### src/rtl/procb_thread_sched_pkg.sv
// procb_thread_sched_pkg: FSM encodings and width helper shared by the procb thread scheduler.
package procb_thread_sched_pkg;

    typedef enum logic [1:0] {
        ST_IDLE  = 2'd0,
        ST_GRANT = 2'd1,
        ST_BUSY  = 2'd2,
        ST_WB    = 2'd3
    } state_e;

    function automatic int msb(input int v);
        int m;
        m = 0;
        for (int i = 0; i < 32; i++)
            if (((v >> i) & 1) != 0) m = i;
        return m;
    endfunction

endpackage

### src/rtl/procb_thread_sched_if.sv
// procb_thread_sched_if: grant, block-done and saved-state signals between the scheduler and procb.
interface procb_thread_sched_if
    import procb_thread_sched_pkg::*;
#(
    parameter int N_THREADS     = 6,
    parameter int N_THREADS_MSB = msb(N_THREADS - 1)
) ();

    logic [N_THREADS-1:0]   thread_ready;
    logic                   grant_valid;
    logic [N_THREADS_MSB:0] grant_thread_num;
    logic                   grant_restore;
    logic                   grant_ack;
    logic                   blk_done;
    logic                   blk_done_save;
    logic [N_THREADS_MSB:0] ss_rd_thread_num;
    logic                   ss_wr_en;
    logic [N_THREADS_MSB:0] ss_wr_thread_num;
    logic [N_THREADS-1:0]   saved_valid;
    logic                   busy;

    modport master (
        input  thread_ready, grant_ack, blk_done, blk_done_save,
        output grant_valid, grant_thread_num, grant_restore, ss_rd_thread_num,
               ss_wr_en, ss_wr_thread_num, saved_valid, busy
    );

    modport slave (
        output thread_ready, grant_ack, blk_done, blk_done_save,
        input  grant_valid, grant_thread_num, grant_restore, ss_rd_thread_num,
               ss_wr_en, ss_wr_thread_num, saved_valid, busy
    );

endinterface

### src/rtl/procb_rr_select.sv
// procb_rr_select: rotate-priority encoder picking the first requester after last, wrapping modulo N_THREADS.
module procb_rr_select #(
    parameter int N_THREADS     = 6,
    parameter int N_THREADS_MSB = 2
) (
    input  logic [N_THREADS-1:0]   req,
    input  logic [N_THREADS_MSB:0] last,
    output logic [N_THREADS_MSB:0] winner,
    output logic                   any
);

    localparam int W = N_THREADS_MSB + 1;

    logic [W:0] idx;

    // Walk from farthest to nearest so the nearest requester after last wins.
    always_comb begin
        winner = '0;
        idx    = '0;
        for (int i = N_THREADS; i >= 1; i--) begin
            idx = {1'b0, last} + (W+1)'(i);
            if (idx >= (W+1)'(N_THREADS)) idx = idx - (W+1)'(N_THREADS);
            if (req[idx[W-1:0]]) winner = idx[W-1:0];
        end
    end

    assign any = |req;

endmodule

### src/rtl/procb_thread_sched.sv
// procb_thread_sched: round-robin procb thread scheduler with saved-state addressing and valid tracking.
module procb_thread_sched
    import procb_thread_sched_pkg::*;
#(
    parameter int N_THREADS     = 6,
    parameter int N_THREADS_MSB = msb(N_THREADS - 1)
) (
    input logic                  CLK,
    input logic                  RST_N,
    procb_thread_sched_if.master bus
);

    localparam int W = N_THREADS_MSB + 1;
    localparam logic [W-1:0] LAST_RST = W'(N_THREADS - 1);

    state_e               state_q, state_d;
    logic [W-1:0]         last_q, last_d, thr_q, thr_d, wr_thr_q, wr_thr_d, win;
    logic                 restore_q, restore_d, save_q, save_d;
    logic                 valid_q, valid_d, wr_en_q, wr_en_d, busy_q, busy_d;
    logic [N_THREADS-1:0] saved_q, saved_d;
    logic                 any, pick;

    procb_rr_select #(
        .N_THREADS     (N_THREADS),
        .N_THREADS_MSB (N_THREADS_MSB)
    ) u_sel (
        .req    (bus.thread_ready),
        .last   (last_q),
        .winner (win),
        .any    (any)
    );

    always_ff @(posedge CLK) begin
        if (!RST_N) state_q <= ST_IDLE;
        else        state_q <= state_d;
    end

    always_comb begin
        state_d = state_q;
        unique case (state_q)
            ST_IDLE:  state_d = any           ? ST_GRANT : ST_IDLE;
            ST_GRANT: state_d = bus.grant_ack ? ST_BUSY  : ST_GRANT;
            ST_BUSY:  state_d = bus.blk_done  ? ST_WB    : ST_BUSY;
            ST_WB:    state_d = ST_IDLE;
        endcase
    end

    // Outputs are computed from the next state so every port comes straight off a flop.
    always_comb begin
        pick      = (state_q == ST_IDLE) && any;
        last_d    = pick ? win : last_q;
        thr_d     = pick ? win : thr_q;
        restore_d = pick ? saved_q[win] : restore_q;
        save_d    = (state_q == ST_BUSY && bus.blk_done) ? bus.blk_done_save : save_q;
        saved_d   = saved_q;
        if (state_q == ST_WB) saved_d[thr_q] = save_q;
        valid_d   = state_d == ST_GRANT;
        busy_d    = state_d != ST_IDLE;
        wr_en_d   = (state_d == ST_WB) && save_d;
        wr_thr_d  = (state_d == ST_WB) ? thr_q : wr_thr_q;
    end

    always_ff @(posedge CLK) begin
        if (!RST_N) begin
            last_q    <= LAST_RST;
            thr_q     <= '0;
            restore_q <= 1'b0;
            save_q    <= 1'b0;
            saved_q   <= '0;
            valid_q   <= 1'b0;
            busy_q    <= 1'b0;
            wr_en_q   <= 1'b0;
            wr_thr_q  <= '0;
        end else begin
            last_q    <= last_d;
            thr_q     <= thr_d;
            restore_q <= restore_d;
            save_q    <= save_d;
            saved_q   <= saved_d;
            valid_q   <= valid_d;
            busy_q    <= busy_d;
            wr_en_q   <= wr_en_d;
            wr_thr_q  <= wr_thr_d;
        end
    end

    assign bus.grant_valid      = valid_q;
    assign bus.grant_thread_num = thr_q;
    assign bus.grant_restore    = restore_q;
    assign bus.ss_rd_thread_num = thr_q;
    assign bus.ss_wr_en         = wr_en_q;
    assign bus.ss_wr_thread_num = wr_thr_q;
    assign bus.saved_valid      = saved_q;
    assign bus.busy             = busy_q;

endmodule

### src/flat_wrapper.sv
// flat-port wrapper written by rule: the top's interface ports become plain ports
module procb_thread_sched_flat import procb_thread_sched_pkg::*;
#(
    parameter int N_THREADS     = 6,
    parameter int N_THREADS_MSB = msb(N_THREADS - 1)
)
  (CLK, RST_N, bus_thread_ready, bus_grant_ack, bus_blk_done, bus_blk_done_save, bus_grant_valid, bus_grant_thread_num, bus_grant_restore, bus_ss_rd_thread_num, bus_ss_wr_en, bus_ss_wr_thread_num, bus_saved_valid, bus_busy);
  procb_thread_sched_if #(.N_THREADS(N_THREADS), .N_THREADS_MSB(N_THREADS_MSB)) bus_i ();
  input logic CLK;
  input logic RST_N;
  input wire logic [$bits(bus_i.thread_ready)-1:0] bus_thread_ready;
  input wire logic [$bits(bus_i.grant_ack)-1:0] bus_grant_ack;
  input wire logic [$bits(bus_i.blk_done)-1:0] bus_blk_done;
  input wire logic [$bits(bus_i.blk_done_save)-1:0] bus_blk_done_save;
  output wire logic [$bits(bus_i.grant_valid)-1:0] bus_grant_valid;
  output wire logic [$bits(bus_i.grant_thread_num)-1:0] bus_grant_thread_num;
  output wire logic [$bits(bus_i.grant_restore)-1:0] bus_grant_restore;
  output wire logic [$bits(bus_i.ss_rd_thread_num)-1:0] bus_ss_rd_thread_num;
  output wire logic [$bits(bus_i.ss_wr_en)-1:0] bus_ss_wr_en;
  output wire logic [$bits(bus_i.ss_wr_thread_num)-1:0] bus_ss_wr_thread_num;
  output wire logic [$bits(bus_i.saved_valid)-1:0] bus_saved_valid;
  output wire logic [$bits(bus_i.busy)-1:0] bus_busy;
  assign bus_i.thread_ready = bus_thread_ready;
  assign bus_i.grant_ack = bus_grant_ack;
  assign bus_i.blk_done = bus_blk_done;
  assign bus_i.blk_done_save = bus_blk_done_save;
  assign bus_grant_valid = bus_i.grant_valid;
  assign bus_grant_thread_num = bus_i.grant_thread_num;
  assign bus_grant_restore = bus_i.grant_restore;
  assign bus_ss_rd_thread_num = bus_i.ss_rd_thread_num;
  assign bus_ss_wr_en = bus_i.ss_wr_en;
  assign bus_ss_wr_thread_num = bus_i.ss_wr_thread_num;
  assign bus_saved_valid = bus_i.saved_valid;
  assign bus_busy = bus_i.busy;
  procb_thread_sched #(.N_THREADS(N_THREADS), .N_THREADS_MSB(N_THREADS_MSB)) u_core (.CLK(CLK), .RST_N(RST_N), .bus(bus_i));
endmodule
### config.mk
export PLATFORM = sky130hd
export DESIGN_NAME = procb_thread_sched_flat
export DESIGN_NICKNAME = d
export VERILOG_FILES = /design/src/rtl/procb_thread_sched_pkg.sv /design/src/rtl/procb_thread_sched_if.sv /design/src/rtl/procb_rr_select.sv /design/src/rtl/procb_thread_sched.sv /design/src/flat_wrapper.sv
export SDC_FILE = /design/constraint.sdc
export NUM_CORES = 1
export LEC_CHECK = 0
export ABC_AREA = 1
export CORE_ASPECT_RATIO = 0.7
export CORE_MARGIN = 3
export CORE_UTILIZATION = 54
export CTS_CLUSTER_SIZE = 10
export DETAILED_ROUTE_END_ITERATION = 8
export HOLD_SLACK_MARGIN = 0.02
export PLACE_DENSITY = 0.81
export SYNTH_ARGS = -nofsm -noshare
export SYNTH_HDL_FRONTEND = slang
export SYNTH_SLANG_ARGS = --single-unit
### constraint.sdc
create_clock -name CLK -period 3.4 [get_ports CLK]
set_input_delay 0.68 -clock CLK [delete_from_list [all_inputs] [get_ports CLK]]
set_output_delay 0.68 -clock CLK [all_outputs]
set_load 0.05 [all_outputs]
* Word-level counts from Yosys, hierarchy flattened *
Index checks and enable logic that the tools add are counted.

cells by class
  muxes and demuxes = 34
  equal/unequal tests = 5
  $lt $le $gt $ge = 15
  add/sub/neg operators = 12
  reduce and logical (&&, ||, !) cells = 7

operators with widths
  operator                                                    number
  two-way mux 3 bit                                           12
  less-than comparator 3 x 4 -> 1 bit, second input constant  8
  >= comparator 4 x 3 -> 1 bit, second input constant         6
  binary-select mux 1 bit (select 3 bit)                      7
  subtractor 3 bit, second input constant                     6
  adder 3 x 3 -> 4 bit, second input constant                 3
  two-way mux 1 bit                                           11
  adder 3 x 2 -> 4 bit, second input constant                 2
  one-hot mux 2 bit (4 select lines)                          1
  bitwise mux 6 bit                                           1
  == test 2 bit, second input constant                        3
  OR reduction 6 bit                                          1
  adder 3 x 1 -> 4 bit, second input constant                 1
  == test 2 x 1 -> 1 bit, second input constant               2
  logical AND 1 bit                                           4
  demux 1 bit (select 3 bit)                                  1
  >= comparator 3 x 1 -> 1 bit, second input constant         1
  logical NOT 2 bit                                           1
  two-way mux 2 bit                                           1
  nonzero test 2 bit                                          1

storage, ports and cells
  flip-flop bits (word level) = 22
  output and inout port bits = 19
  word-level logic and storage cells = 83

* Longest topological paths before layout *
Gate-level depths: netlist (run 1).

  depth after elaboration = 13
  depth in mapped cells = 23
  mapped depth without buffers = 23

* By module *
Synthesis (run 1) repeated with hierarchy kept, for this count alone.

unflattened totals
  cells, all modules = 267
  area, all modules = 1785.5 um^2

by module, submodules not included
  module              instances  area an instance (um^2)  seq. area each (um^2)  cells an instance
  procb_thread_sched  1          897.1                    420.4                  120
  procb_rr_select     1          888.4                    0.0                    147

* Worst setup path after synthesis (run 1) *
Ideal clock, no wire load.

  path type = flip-flop to flip-flop
  start = register, netlist name u_core.bus.grant_thread_num[1]
  end = register u_core.restore_q (netlist: u_core.bus.grant_restore)
  data arrival time = 2.361 ns
  required time = 3.269 ns
  period minus slack after synthesis = 2.492 ns
  cell stages (with the launch flop) = 20
  setup time = 0.131 ns
  slack = 0.908 ns
  cell sequence = dfxtp_1 -> inv_1 -> ha_1 -> buf_6 -> nor2_2 -> nor2_4 -> o21ai_2 -> nand2_1 -> nand2_1 -> nand3_2 -> nand2_4 -> inv_2 -> nand2_2 -> nand2_4 -> nand2_4 -> nand2_1 -> nand3_1 -> nand3_1 -> nand2_1 -> a21oi_2

RTL lines
  element               RTL line                  source
  end signal, assigned  procb_thread_sched.sv:77  restore_q <= restore_d;
  end, declared         procb_thread_sched.sv:18  logic restore_q, restore_d, save_q, save_d;

==> results.md, run 1 <==
Status:
- The run finished with clean final reports.

Setup path:
- The worst register-to-register path has a setup slack of 0.43 ns.
- In this run the critical register-to-register path is launched from u_core.bus.grant_thread_num[1].
- The top fanout value on the critical path is 12.
- The kind of cell with the highest combined delay along the critical path is simple AND/OR/NAND/NOR gates.
- The critical path goes through inv_1 > ha_1 > inv_1 > nand3_1 > nand3_1 > nand3_2 > nand3_1 > nand2_1 > nand2_1 > nand2_1 > nand2_4 > nand2_4 > nand2_1 > nand3_1 > nand3_1 > nand2_1 > a21oi_2.
- The endpoint arrival time on the critical path is 3.11 ns.
- The endpoint of the lowest-slack register-to-register path is u_core.bus.grant_restore.
- The worst register-to-register path has a depth of 17.
- The startpoint type of the worst setup path is a register.
- The slowest stage of the critical path is the sky130_fd_sc_hd__ha_1 cell.
- The number of buffer and inverter instances along the worst setup path is 2.
- In this design, the stage delay of the slowest critical-path cell is 0.57 ns.
- The count of cell instances traversed by the critical path is 17.
- The required time of the worst setup path is 3.53 ns.
- By startpoint and endpoint, the worst setup path is classified as reg2reg.
- The worst setup path is captured at a register.

Min path:
- The worst hold path belongs to the class reg2reg.
- The origin of the worst min-delay path is u_core.bus.ss_wr_thread_num[2].
- The worst hold path terminates at u_core.bus.ss_wr_thread_num[2].
- The worst hold path was traced through 2 stages.

Clocking:
- The longest clock path from root to sink contains 2 buffers.
- The insertion delay to the later sink of the worst-skew pair is 0.26 ns.
- In this run, CTS created clock tree buffers numbering 3.
- The clock tree from TritonCTS is done.
- CTS built an H-tree with a depth of 1.
- The tree is rooted in a sky130_fd_sc_hd__clkbuf_8.
- The quantity of gates resized following cts is 0.
- After clock tree synthesis, the clock-pin slew on the worst setup and hold paths is 0.07 ns.
- The clock drives 21 sinks.
- Once the clock tree was built, the setup fixing pass inserted 0 buffers.
- For this design, the CTS-stage hold fixing added 0 buffers.

Power:
- In this run the power density over the cells is 1140 mW/mm2.
- The largest vdd supply drop is 678 uV.
- For this design the static power due to leakage is 0.00104 uW.

GRT:
- For this run the aggregate overflow at the end of global routing stands at 0.
- The initial antenna violation count is 0.
- The total routing usage reported by global routing is 0.245.
- The number of global-route vias before repair came to 1616.
- The largest net degree at the start of global routing is 16.
- The first global-routing pass estimated 7590 um of wire.

Routing:
- The final layout contains routed wiring with a total length of 4510 um.
- Dividing the detail-routed wire length by the instance count gives 13.0 um.
- After the first detailed-routing iteration, the DRC count stood at 196.
- For this run, the detailed router's first-pass iteration total came to 5.
- For this run, design rule violations remaining after detail routing come to 0.
- The vias per cell is 5.43.
- The total number of vias is 1884.
- The detail route stage leaves a number of antenna-violating nets equal to 0.

Place:
- OpenSTA, run right after detailed placement, puts the worst setup slack at 0.483 ns.
- The weighted congestion at the end of routability-driven global placement is 0.912.
- The wire-length estimate of the detail-placed layout is 3700 um.
- During placement, the flow inserted port buffers numbering 29.

STA:
- For the final routed database, the setup TNS stands at 0 ns.
- After layout, the worst setup slack is 0.428 ns.
- Based on the critical path, the design can be clocked at up to 337 MHz.
- Setup violations remaining at the end of the flow were counted as 0.
- The minimum clock period after layout is 2.97 ns.
- For the pin with the worst max-slew slack, the measured transition is 0.541 ns.
- The share of the cycle needed by the critical path after routing is 0.874.
- The relative slew slack is 0.638.
- The number of hold-slack violations in the final timing report is 0.
- The post-route clock skew is 0.00507 ns.
- The max-slew violation count is 0.
- Setup repair after global routing left no endpoint under its margin.

Floorplan:
- The core area is 0.00298 mm2.
- For this configuration, the core starts out at a cell density of 0.607.
- The height of the die is 54.4 um.
- The die is 75.2 um wide.
- The area enclosed by the die boundary is 0.00409 mm2.
- The top-level port count is 30.
- The number of rows created at floorplan is 16.

Cells and area:
- In the final layout, flip-flops and latches occupy 420 um2.
- The layout overhead on the synthesized area is 18.3%.
- The multi-input combinational cells in the finished layout cover a total of 0.00117 mm2.
- In the final layout, the share of cells above drive strength 1 is 0.148.
- The net count of the finished layout is 333.
- The number of antenna diodes in the final layout is 0.
- The most common cell after layout, fill and taps aside is sky130_fd_sc_hd__nand2_1.
- Leaving out fill and tap cells, the most frequent cells in the layout are 82 x sky130_fd_sc_hd__nand2_1, 36 x sky130_fd_sc_hd__inv_1, 30 x sky130_fd_sc_hd__nand3_1, 29 x sky130_fd_sc_hd__clkdlybuf4s50_1, 21 x sky130_fd_sc_hd__dfxtp_1.
- The total of fill cells in the finished design is 253.

Synth:
- The synthesized net count is 305.
- A synthesized cell averages 6.37 um2.
- The synthesized instance count is 284.
- The share of the synthesized netlist area taken by xor and xnor gates is 0.
- The cell area after technology mapping is 0.00181 mm2.
- After synthesis, the share of cell area in mux cells is 0.
- Of the total synthesized cell area, the portion taken by AND, OR, NAND and NOR gates is 0.427.
- The number of synthesized register bits is 21.
- The sequential fraction of the synthesis area is 0.232.
- The adder and majority gate portion of the synthesized area is 0.0692.
- During synthesis, Yosys emitted a total of 0 warnings.
- The compound-gate portion of the synthesized area is 0.151.
- The number of library cell types mapped by synthesis is 31.
- By area, the combinational part of the netlist is dominated by simple AND/OR/NAND/NOR gates.

Flow run:
- The tool flagged a number of max-cap violations equal to 0.
-- synth_stat cells (all sizes together) --
cell	count	area (um2)
ha	10	125
nand4	5	37.5
buf	6	52.6
nor2	18	87.6
a21oi	19	106
nand2	97	422
nor3b	1	7.51
o211ai	2	15.0
clkbuf	1	3.75
nand3	35	200
nor3	1	5.00
o21ai	17	100
dfxtp	21	420
a311oi	3	26.3
nor4	1	6.26
a21boi	2	18.8
a31oi	1	6.26
inv	43	161
nand3b	1	7.51
-- sequential cells by signal, summed over array words and instances, names as in the netlist --
register,cells
u_core.bus.ss_wr_thread_num,3
u_core.last_q,2
u_core.state_q,2
u_core.bus.grant_thread_num,3
u_core.bus.busy,1
u_core.bus.grant_valid,1
u_core.bus.saved_valid,6
u_core.bus.ss_wr_en,1
u_core.bus.grant_restore,1
u_core.save_q,1
-- per-layer routing --
layer / up-vias / track usage / share of wire
met1: 824 / 0.392 / 0.52
met5: - / 0 / 0
met3: 5 / 0.0532 / 0.078
met4: 0 / 0.0349 / 0.0075
met2: 83 / 0.332 / 0.39
li1: 972 / - / -
-- worst min-delay path: stages, from the launching register on --
cell                      delay [ns]
sky130_fd_sc_hd__dfxtp_1        0.31
sky130_fd_sc_hd__nand2_1        0.06
sky130_fd_sc_hd__a21oi_1        0.05
-- per-stage QoR --
step	total power [uW]	instances	util	hold slack, ns	cell area, um2
final	2450	347	0.718	0.466	2140
after floorplan	1910	284	-	0.499	1810
after global placement	2230	343	0.703	0.453	2100
after CTS	2420	347	0.718	0.469	2140
after detailed placement	2260	343	0.703	0.456	2100
after global routing	2690	347	0.718	0.491	2140
-- worst max path at each step --
stage,from,to
final,u_core.bus.grant_thread_num[1],u_core.bus.grant_restore
after global routing,u_core.bus.grant_thread_num[1],u_core.bus.grant_thread_num[1]
after CTS,u_core.bus.grant_thread_num[1],u_core.bus.grant_restore
after detailed placement,u_core.bus.grant_thread_num[1],u_core.bus.grant_restore
after global placement,u_core.bus.grant_thread_num[1],u_core.bus.grant_restore
after floorplan,u_core.bus.grant_thread_num[1],u_core.bus.grant_restore
-- layout make-up --
class / count / area share
well taps: 36 / 0.0210
repair buffers: 30 / 0.139
clock buffers: 4 / 0.0210
inverters: 43 / 0.0754
flip-flops and latches: 21 / 0.196
multi-input cells: 213 / 0.547
-- cell families (layout without fill, tap and decap cells) --
family                   Yosys count  count (layout)
AND/OR/NAND/NOR                  159             159
buffers and inverters             50              77
flip-flops                        21              21
adder cells (fa/ha/maj)           10              10
AO/OA/AOI/OAI                     44              44
-- where the power goes --
group	switching (uW)	leakage [uW]	total [uW]	internal (uW)
clock	78.2	0.0000228	162	83.6
combinational	1310	0.000848	1950	643
sequential	53.2	0.000172	335	282
Power figures use the tool's default switching activity.
==> run 2, diff against run 1 <==
--- a/config.mk
+++ b/config.mk
@@ -12,6 +12,7 @@
 export CTS_CLUSTER_SIZE = 10
 export DETAILED_ROUTE_END_ITERATION = 8
 export HOLD_SLACK_MARGIN = 0.02
+export MAX_ROUTING_LAYER = met4
 export PLACE_DENSITY = 0.81
 export SYNTH_ARGS = -nofsm -noshare
 export SYNTH_HDL_FRONTEND = slang
==> results.md, run 2 (synthesized netlist as in run 1, its figures left out) <==
STA:
- The least setup slack across all paths after layout is 0.389 ns (-0.0390 ns).
- The post-route clock skew is 0.00378 ns (-0.00129 ns).
- The share of the cycle needed by the critical path after routing is 0.885 (+0.0115).
- The number of endpoints failing setup at the final stage was 0 (unchanged).
- The max-slew violation count came to 0 (unchanged).
- The minimum clock period after layout came to 3.01 ns (+0.0390 ns).
- The final total negative setup slack was 0 ns (unchanged).
- Setup repair after global routing left no endpoint under its margin.
- The maximum clock rate is 332 MHz (-1.3%).
- The transition at the pin with the smallest max-transition slack is 0.506 ns (-0.0346 ns).
- The number of hold-slack violations in the final timing report was 0 (unchanged).
- The relative slew slack is 0.661 (+0.0231).

Power:
- The largest vdd supply drop is 712 uV (+5.0%).
- The total leakage power is 0.00104 uW (unchanged).
- The proportion of power drawn by combinational gates came to 0.798 (about the same).
- The share of total power in the clock network is 0.065 (about the same).
- The internal cell power is 1010 uW (about the same).
- The share of total power consumed by net switching is 0.591 (+0.00279).
- The total power of the final layout is 2460 uW (+0.59%).
- The cell area power density is 1150 mW/mm2 (+0.59%).
- The part of the power in registers is 0.137 (about the same).
- The switching component of the power is 1450 uW (+1.1%).

GRT:
- The largest net degree at the start of global routing came to 16 (unchanged).
- The global-route wire length before repair is 7770 um (+2.4%).
- The number of global-route vias before repair came to 1667 (+3.2%).
- The overflow left after global routing is 0 (unchanged).
- The initial antenna violation count was 0 (unchanged).
- The total routing usage reported by global routing came to 0.256 (+0.0109).

Cells and area:
- The share of the core filled with cells is 0.718 (unchanged).
- The flip-flop count of the largest register, all copies and words added was 6 (unchanged).
- The post-route standard cell area excluding fillers came to 0.00214 mm2 (unchanged).
- Leaving out fill and tap cells, the most frequent cell in the layout is sky130_fd_sc_hd__nand2_1.
- The register area was 420 um2 (unchanged).
- The net count of the finished layout is 333 (unchanged).
- The total of fill cells in the finished design is 253 (unchanged).
- The layout overhead on the synthesized area is 18.3% (unchanged).
- The antenna diode count is 0 (unchanged).
- The library cells used most frequently in the layout, excluding fill and tap cells, are 82 x sky130_fd_sc_hd__nand2_1, 36 x sky130_fd_sc_hd__inv_1, 30 x sky130_fd_sc_hd__nand3_1, 29 x sky130_fd_sc_hd__clkdlybuf4s50_1, 21 x sky130_fd_sc_hd__dfxtp_1.
- The total area of multi-input combinational cells is 0.00117 mm2 (unchanged).
- The fraction of layout instances using a drive strength above 1 is 0.148 (unchanged).

Routing:
- The total number of vias is 1957 (+3.9%).
- The total routed wirelength is 4720 um (+4.7%).
- The detailed router's first-iteration violation count was 226 (+15%).
- The vias per cell is 5.64 (+3.9%).
- The average routed wire per standard cell is 13.6 um (+4.7%).
- The number of routed nets with antenna violations was 0 (unchanged).
- The count of unresolved DRC violations after routing is 0 (unchanged).
- The iteration count of the initial detailed-routing pass came to 5 (unchanged).

Clocking:
- The number of buffers added by the clock tree synthesis step is 3 (unchanged).
- The clock tree from TritonCTS is done.
- The hold-fix buffer count after cts is 0 (unchanged).
- The quantity of gates resized following cts was 0 (unchanged).
- The clock sink count is 21 (unchanged).
- The root buffer cell chosen for the clock tree is sky130_fd_sc_hd__clkbuf_8.
- The number of setup buffers added after CTS was 0 (unchanged).
- The insertion delay to the later sink of the worst-skew pair came to 0.26 ns (about the same).
- The total number of H-tree levels is 1 (unchanged).
- The clock tree buffer depth is 2 (unchanged).
- The clock input transition at the sequential cells of the worst setup and hold paths was 0.07 ns (about the same).

Min path:
- The worst hold path belongs to the class reg2reg.
- The origin of the worst min-delay path is u_core.bus.ss_wr_thread_num[1].
- The terminating pin of the worst hold path is u_core.bus.ss_wr_thread_num[1].
- The instance count along the most critical hold path is 2 (unchanged).

Setup path:
- The register-to-register setup slack is 0.39 ns (-0.04 ns).
- The dominant cell type by count on the critical path is sky130_fd_sc_hd__nand2_1.
- The endpoint arrival time on the critical path is 3.20 ns (+0.09 ns).
- The startpoint identified for the worst register-to-register timing path is u_core.bus.grant_thread_num[1].
- The path type of the worst setup path is reg2reg.
- The count of cell instances traversed by the critical path is 16 (-1).
- The critical path goes through inv_1 > ha_1 > inv_1 > nand3_1 > nand2_1 > nand2_1 > nand3_2 > nand2_1 > nand2_1 > nand3_1 > nand3_1 > a21boi_2 > nand2_1 > nand2_1 > nand2_1 > a21oi_2.
- The startpoint type of the worst setup path is a register.
- The required time of the worst setup path is 3.59 ns (+0.06 ns).
- The endpoint of the lowest-slack register-to-register path is u_core.bus.grant_restore.
- The cell family contributing the most delay on the critical path is simple AND/OR/NAND/NOR gates.
- The master of the slowest instance on the critical path is sky130_fd_sc_hd__dfxtp_1.
- The worst reg2reg path depth is 16 (-1).
- The number of buffer and inverter instances along the worst setup path is 2 (unchanged).
- The delay of the slowest critical-path stage is 0.58 ns (about the same).
- The endpoint kind of the worst setup timing path is a register.
- The top fanout value on the critical path is 12 (unchanged).

Floorplan:
- The effective utilization at floorplan is 0.607 (unchanged).
- The overall die width is 75.2 um (unchanged).
- The area enclosed by the die boundary is 0.00409 mm2 (unchanged).
- The top-level port count came to 30 (unchanged).
- The number of rows created at floorplan is 16 (unchanged).
- The height of the die is 54.4 um (unchanged).
- The core area is 0.00298 mm2 (unchanged).

Place:
- The weighted congestion at the end of routability-driven global placement was 0.935 (+2.5%).
- The number of input and output port buffers inserted is 29 (unchanged).
- The post-placement worst setup slack is 0.449 ns (-0.0335 ns).
- The total cell area at the placement stage was 0.00210 mm2 (unchanged).
- The detailed placement HPWL is 3660 um (-0.99%).

Flow run:
- The max capacitance violation total is 0 (unchanged).

Status:
- The run finished with clean final reports.
-- run 2: routing by layer --
layer / wire length (um) / global-route usage / part of all wire / vias up
met1: 2340 / 0.394 / 0.50 / 876
li1: - / - / - / 970
met5: 0 / - / 0 / -
met3: 438 / 0.0495 / 0.093 / 2
met2: 1940 / 0.348 / 0.41 / 109
met4: 6 / 0.0291 / 0.0013 / 0
-- run 2: through the flow --
stage	instances	hold slack, ns
global placement	343	0.453
global route	347	0.485
CTS	347	0.473
detailed placement	343	0.458
finish	347	0.469
floorplan	284	0.499
-- run 2: how the worst max path moves through the flow --
stage	slack, ns	end	startpoint
CTS	0.44	u_core.bus.grant_restore	u_core.bus.grant_thread_num[1]
floorplan	0.91	u_core.bus.grant_restore	u_core.bus.grant_thread_num[1]
global placement	0.58	u_core.bus.grant_restore	u_core.bus.grant_thread_num[1]
global route	0.11	u_core.bus.grant_restore	u_core.bus.grant_thread_num[1]
finish	0.39	u_core.bus.grant_restore	u_core.bus.grant_thread_num[1]
detailed placement	0.45	u_core.bus.grant_restore	u_core.bus.grant_thread_num[1]
-- run 2: final cells by class --
cell class	count	share of cell area
inverter	43	0.0754
sequential	21	0.196
tap	36	0.0210
timing repair buffer	30	0.139
multi-input combinational	213	0.547
clock buffer	4	0.0210
-- run 2: power by group through the flow --
stage,Clock (uW),Sequential [uW],Combinational (uW)
detailed placement,0,341,1910
global placement,0,339,1890
finish,159,338,1970
CTS,164,336,1920
global route,172,343,2150
floorplan,0,390,1520
-- run 2: worst reg2reg max path, stage by stage, from the launching register on --
cell and delay (ns):
sky130_fd_sc_hd__dfxtp_1 0.58, sky130_fd_sc_hd__inv_1 0.28, sky130_fd_sc_hd__ha_1 0.58, sky130_fd_sc_hd__inv_1 0.19, sky130_fd_sc_hd__nand3_1 0.22, sky130_fd_sc_hd__nand2_1 0.10, sky130_fd_sc_hd__nand2_1 0.08, sky130_fd_sc_hd__nand3_2 0.09
sky130_fd_sc_hd__nand2_1 0.08, sky130_fd_sc_hd__nand2_1 0.05, sky130_fd_sc_hd__nand3_1 0.06, sky130_fd_sc_hd__nand3_1 0.09, sky130_fd_sc_hd__a21boi_2 0.19, sky130_fd_sc_hd__nand2_1 0.12, sky130_fd_sc_hd__nand2_1 0.08, sky130_fd_sc_hd__nand2_1 0.07
sky130_fd_sc_hd__a21oi_2 0.10
==> run 3, diff against run 2 <==
--- a/config.mk
+++ b/config.mk
@@ -8,12 +8,13 @@
 export ABC_AREA = 1
 export CORE_ASPECT_RATIO = 0.7
 export CORE_MARGIN = 3
-export CORE_UTILIZATION = 54
+export CORE_UTILIZATION = 55
 export CTS_CLUSTER_SIZE = 10
 export DETAILED_ROUTE_END_ITERATION = 8
+export GPL_TIMING_DRIVEN = 0
 export HOLD_SLACK_MARGIN = 0.02
 export MAX_ROUTING_LAYER = met4
-export PLACE_DENSITY = 0.81
+export PLACE_DENSITY = 0.82
 export SYNTH_ARGS = -nofsm -noshare
 export SYNTH_HDL_FRONTEND = slang
 export SYNTH_SLANG_ARGS = --single-unit
==> constraint.sdc (replaced) <==
create_clock -name CLK -period 3.9 [get_ports CLK]
set_input_delay 0.78 -clock CLK [delete_from_list [all_inputs] [get_ports CLK]]
set_output_delay 0.78 -clock CLK [all_outputs]
set_load 0.05 [all_outputs]
==> results.md, run 3 (synthesized netlist as in run 1, its figures left out) <==
Routing:
- The count of unresolved DRC violations after routing is 0 (unchanged).
- The iteration count of the initial detailed-routing pass is 5 (unchanged).
- The total number of vias came to 1902 (-2.8%).
- The total routed wirelength came to 4450 um (-5.7%).
- The vias per cell came to 5.39 (-4.5%).
- The number of routed nets with antenna violations is 0 (unchanged).
- The average routed wire per standard cell is 12.6 um (-7.3%).
- The detailed router's first-iteration violation count came to 179 (-21%).

Cells and area:
- The most common cell after layout, fill and taps aside is sky130_fd_sc_hd__nand2_1.
- The post-route standard cell area excluding fillers was 0.00219 mm2 (+2.3%).
- Compared with the post-synthesis result, the final layout area differs by 21.0%.
- The antenna diode count is 0 (unchanged).
- The total of fill cells in the finished design is 242 (-4.3%).
- The net count of the finished layout is 339 (+1.8%).
- In the layout the commonest cells are 82 x sky130_fd_sc_hd__nand2_1, 36 x sky130_fd_sc_hd__inv_1, 30 x sky130_fd_sc_hd__nand3_1, 29 x sky130_fd_sc_hd__clkdlybuf4s50_1, 21 x sky130_fd_sc_hd__dfxtp_1.
- The fraction of layout instances using a drive strength above 1 is 0.161 (+0.0130).
- The flip-flop count of the largest register, all copies and words added is 6 (unchanged).

Floorplan:
- The effective utilization at floorplan is 0.611 (+0.00410).
- The overall die width is 74.6 um (-0.84%).
- The core area is 0.00296 mm2 (-0.67%).
- The area enclosed by the die boundary came to 0.00402 mm2 (-1.7%).
- The number of rows created at floorplan is 16 (unchanged).
- The height of the die is 54.0 um (-0.82%).
- The top-level port count is 30 (unchanged).

Place:
- The total cell area at the placement stage came to 0.00214 mm2 (+2.3%).
- The detailed placement HPWL is 3550 um (-3.1%).
- The weighted congestion at the end of routability-driven global placement is 0.867 (-7.3%).
- The number of input and output port buffers inserted is 29 (unchanged).

Flow run:
- The max capacitance violation total came to 0 (unchanged).

Clocking:
- The clock tree from TritonCTS is done.
- The clock sink count came to 21 (unchanged).
- The clock tree buffer depth came to 2 (unchanged).
- The number of buffers added by the clock tree synthesis step is 3 (unchanged).
- The quantity of gates resized following cts is 0 (unchanged).
- The tree is rooted in a sky130_fd_sc_hd__clkbuf_8.
- The total number of H-tree levels is 1 (unchanged).
- The number of setup buffers added after CTS is 0 (unchanged).
- The hold-fix buffer count after cts is 0 (unchanged).
- The insertion delay to the later sink of the worst-skew pair is 0.26 ns (about the same).
- The clock input transition at the sequential cells of the worst setup and hold paths is 0.08 ns (about the same).

Power:
- The cell area power density is 982 mW/mm2 (-15%).
- The total leakage power came to 0.00107 uW (+2.8%).
- The total power of the final layout is 2150 uW (-13%).
- The largest vdd supply drop was 689 uV (-3.2%).

STA:
- The transition at the pin with the smallest max-transition slack is 0.574 ns (+0.0681 ns).
- The worst hold slack across all endpoints is 0.470 ns (+0.00141 ns).
- The relative slew slack is 0.616 (-0.0449).
- The final total negative setup slack is 0 ns (unchanged).
- The minimum clock period after layout was 3.15 ns (+0.140 ns).
- The number of hold-slack violations in the final timing report came to 0 (unchanged).
- The post-route clock skew is 0.00252 ns (-0.00126 ns).
- The number of endpoints failing setup at the final stage is 0 (unchanged).
- The share of the cycle needed by the critical path after routing was 0.808 (-0.0776).
- The max-slew violation count is 0 (unchanged).
- Setup repair after global routing left no endpoint under its margin.
- The maximum clock rate is 317 MHz (-4.4%).

Setup path:
- The signal on the critical path passes through inv_1 > ha_1 > buf_6 > o21ai_2 > nand3_1 > nand3_1 > nand3_2 > nand2_1 > nand2_1 > nand2_1 > nand2_1 > nand2_2 > nand2_4 > nand2_4 > nand2_1 > nand3_1 > nand3_1 > nand2_1 > a21oi_2.
- The delay of the slowest critical-path stage is 0.69 ns (+0.11 ns).
- The endpoint of the lowest-slack register-to-register path is u_core.bus.grant_restore.
- The number of buffer and inverter instances along the worst setup path was 2 (unchanged).
- The category of cells accounting for the largest share of critical-path delay is simple AND/OR/NAND/NOR gates.
- The endpoint arrival time on the critical path is 3.29 ns (+0.09 ns).
- The required time of the worst setup path is 4.04 ns (+0.45 ns).
- The worst register-to-register path begins at u_core.bus.grant_thread_num[1].
- The top fanout value on the critical path is 12 (unchanged).
- The worst reg2reg path depth was 19 (+3).
- The master of the slowest instance on the critical path is sky130_fd_sc_hd__dfxtp_1.
- The path type of the worst setup path is reg2reg.
- The startpoint type of the worst setup path is a register.
- The dominant cell type by count on the critical path is sky130_fd_sc_hd__nand2_1.
- The worst setup path is captured at a register.
- The register-to-register setup slack came to 0.75 ns (+0.36 ns).

GRT:
- The global-route wire length before repair is 7640 um (-1.7%).
- The number of global-route vias before repair came to 1633 (-2.0%).
- The initial antenna violation count is 0 (unchanged).
- The overflow left after global routing is 0 (unchanged).
- The largest net degree at the start of global routing is 13 (-3).
- The total routing usage reported by global routing is 0.256 (+0.000677).

Min path:
- The instance count along the most critical hold path is 2 (unchanged).
- The type of the most critical hold path is reg2reg.
- The origin of the worst min-delay path is u_core.bus.ss_wr_thread_num[2].
- The terminating pin of the worst hold path is u_core.bus.ss_wr_thread_num[2].

Status:
- The flow ran to the end, and the final reports show no timing, DRC or antenna violations.
-- run 3: worst max path at each step --
stage | from | endpoint | slack (ns) | cells after the start
6_report | u_core.bus.grant_thread_num[1] | u_core.bus.grant_restore | 0.75 | 19
5_1_grt | u_core.bus.grant_thread_num[1] | u_core.bus.grant_restore | 0.40 | 18
4_1_cts | u_core.bus.grant_thread_num[1] | u_core.bus.grant_restore | 0.77 | 21
3_5_place_dp | u_core.bus.grant_thread_num[1] | u_core.bus.grant_restore | 0.78 | 21
3_3_place_gp | u_core.bus.grant_thread_num[1] | u_core.bus.grant_restore | 0.86 | 21
2_1_floorplan | u_core.bus.grant_thread_num[1] | u_core.bus.grant_restore | 1.41 | 19
-- run 3: worst register-to-register path: stages, from the launching register on --
cell,delay [ns]
sky130_fd_sc_hd__dfxtp_1,0.69
sky130_fd_sc_hd__inv_1,0.36
sky130_fd_sc_hd__ha_1,0.40
sky130_fd_sc_hd__buf_6,0.15
sky130_fd_sc_hd__o21ai_2,0.16
sky130_fd_sc_hd__nand3_1,0.18
sky130_fd_sc_hd__nand3_1,0.18
sky130_fd_sc_hd__nand3_2,0.12
sky130_fd_sc_hd__nand2_1,0.07
sky130_fd_sc_hd__nand2_1,0.04
sky130_fd_sc_hd__nand2_1,0.07
sky130_fd_sc_hd__nand2_1,0.06
sky130_fd_sc_hd__nand2_2,0.07
sky130_fd_sc_hd__nand2_4,0.06
sky130_fd_sc_hd__nand2_4,0.09
sky130_fd_sc_hd__nand2_1,0.05
sky130_fd_sc_hd__nand3_1,0.06
sky130_fd_sc_hd__nand3_1,0.09
sky130_fd_sc_hd__nand2_1,0.08
sky130_fd_sc_hd__a21oi_2,0.05
-- run 3: per-layer routing --
metal  share of wire  vias to the layer above  global-route usage
met5               0                        -                   -
li1                -                      982                   -
met3           0.089                        6              0.0821
met4          0.0063                        0              0.0207
met1            0.50                      836               0.375
met2            0.41                       78               0.353
-- run 3: final cells by class --
cell class | count | area, um2 | share of cell area
inverter | 43 | 161 | 0.0737
timing repair buffer | 29 | 290 | 0.133
sequential | 21 | 420 | 0.192
clock buffer | 4 | 45.0 | 0.0206
buffer | 7 | 56.3 | 0.0257
multi-input combinational | 213 | 1170 | 0.535
tap | 36 | 45.0 | 0.0206
-- run 3: report_power, final --
| group | switching (uW) | internal (uW) |
|---|---|---|
| logic | 1110 | 593 |
| registers | 60.8 | 246 |
| clock network | 71.2 | 72.9 |
| total | 1240 | 912 |
-- run 3: through the flow --
stage | instances | setup slack (ns) | utilization
finish | 353 | 0.749 | 0.739
CTS | 353 | 0.770 | 0.739
floorplan | 284 | 1.41 | -
detailed placement | 349 | 0.785 | 0.724
global placement | 349 | 0.864 | 0.724
global route | 353 | 0.405 | 0.739
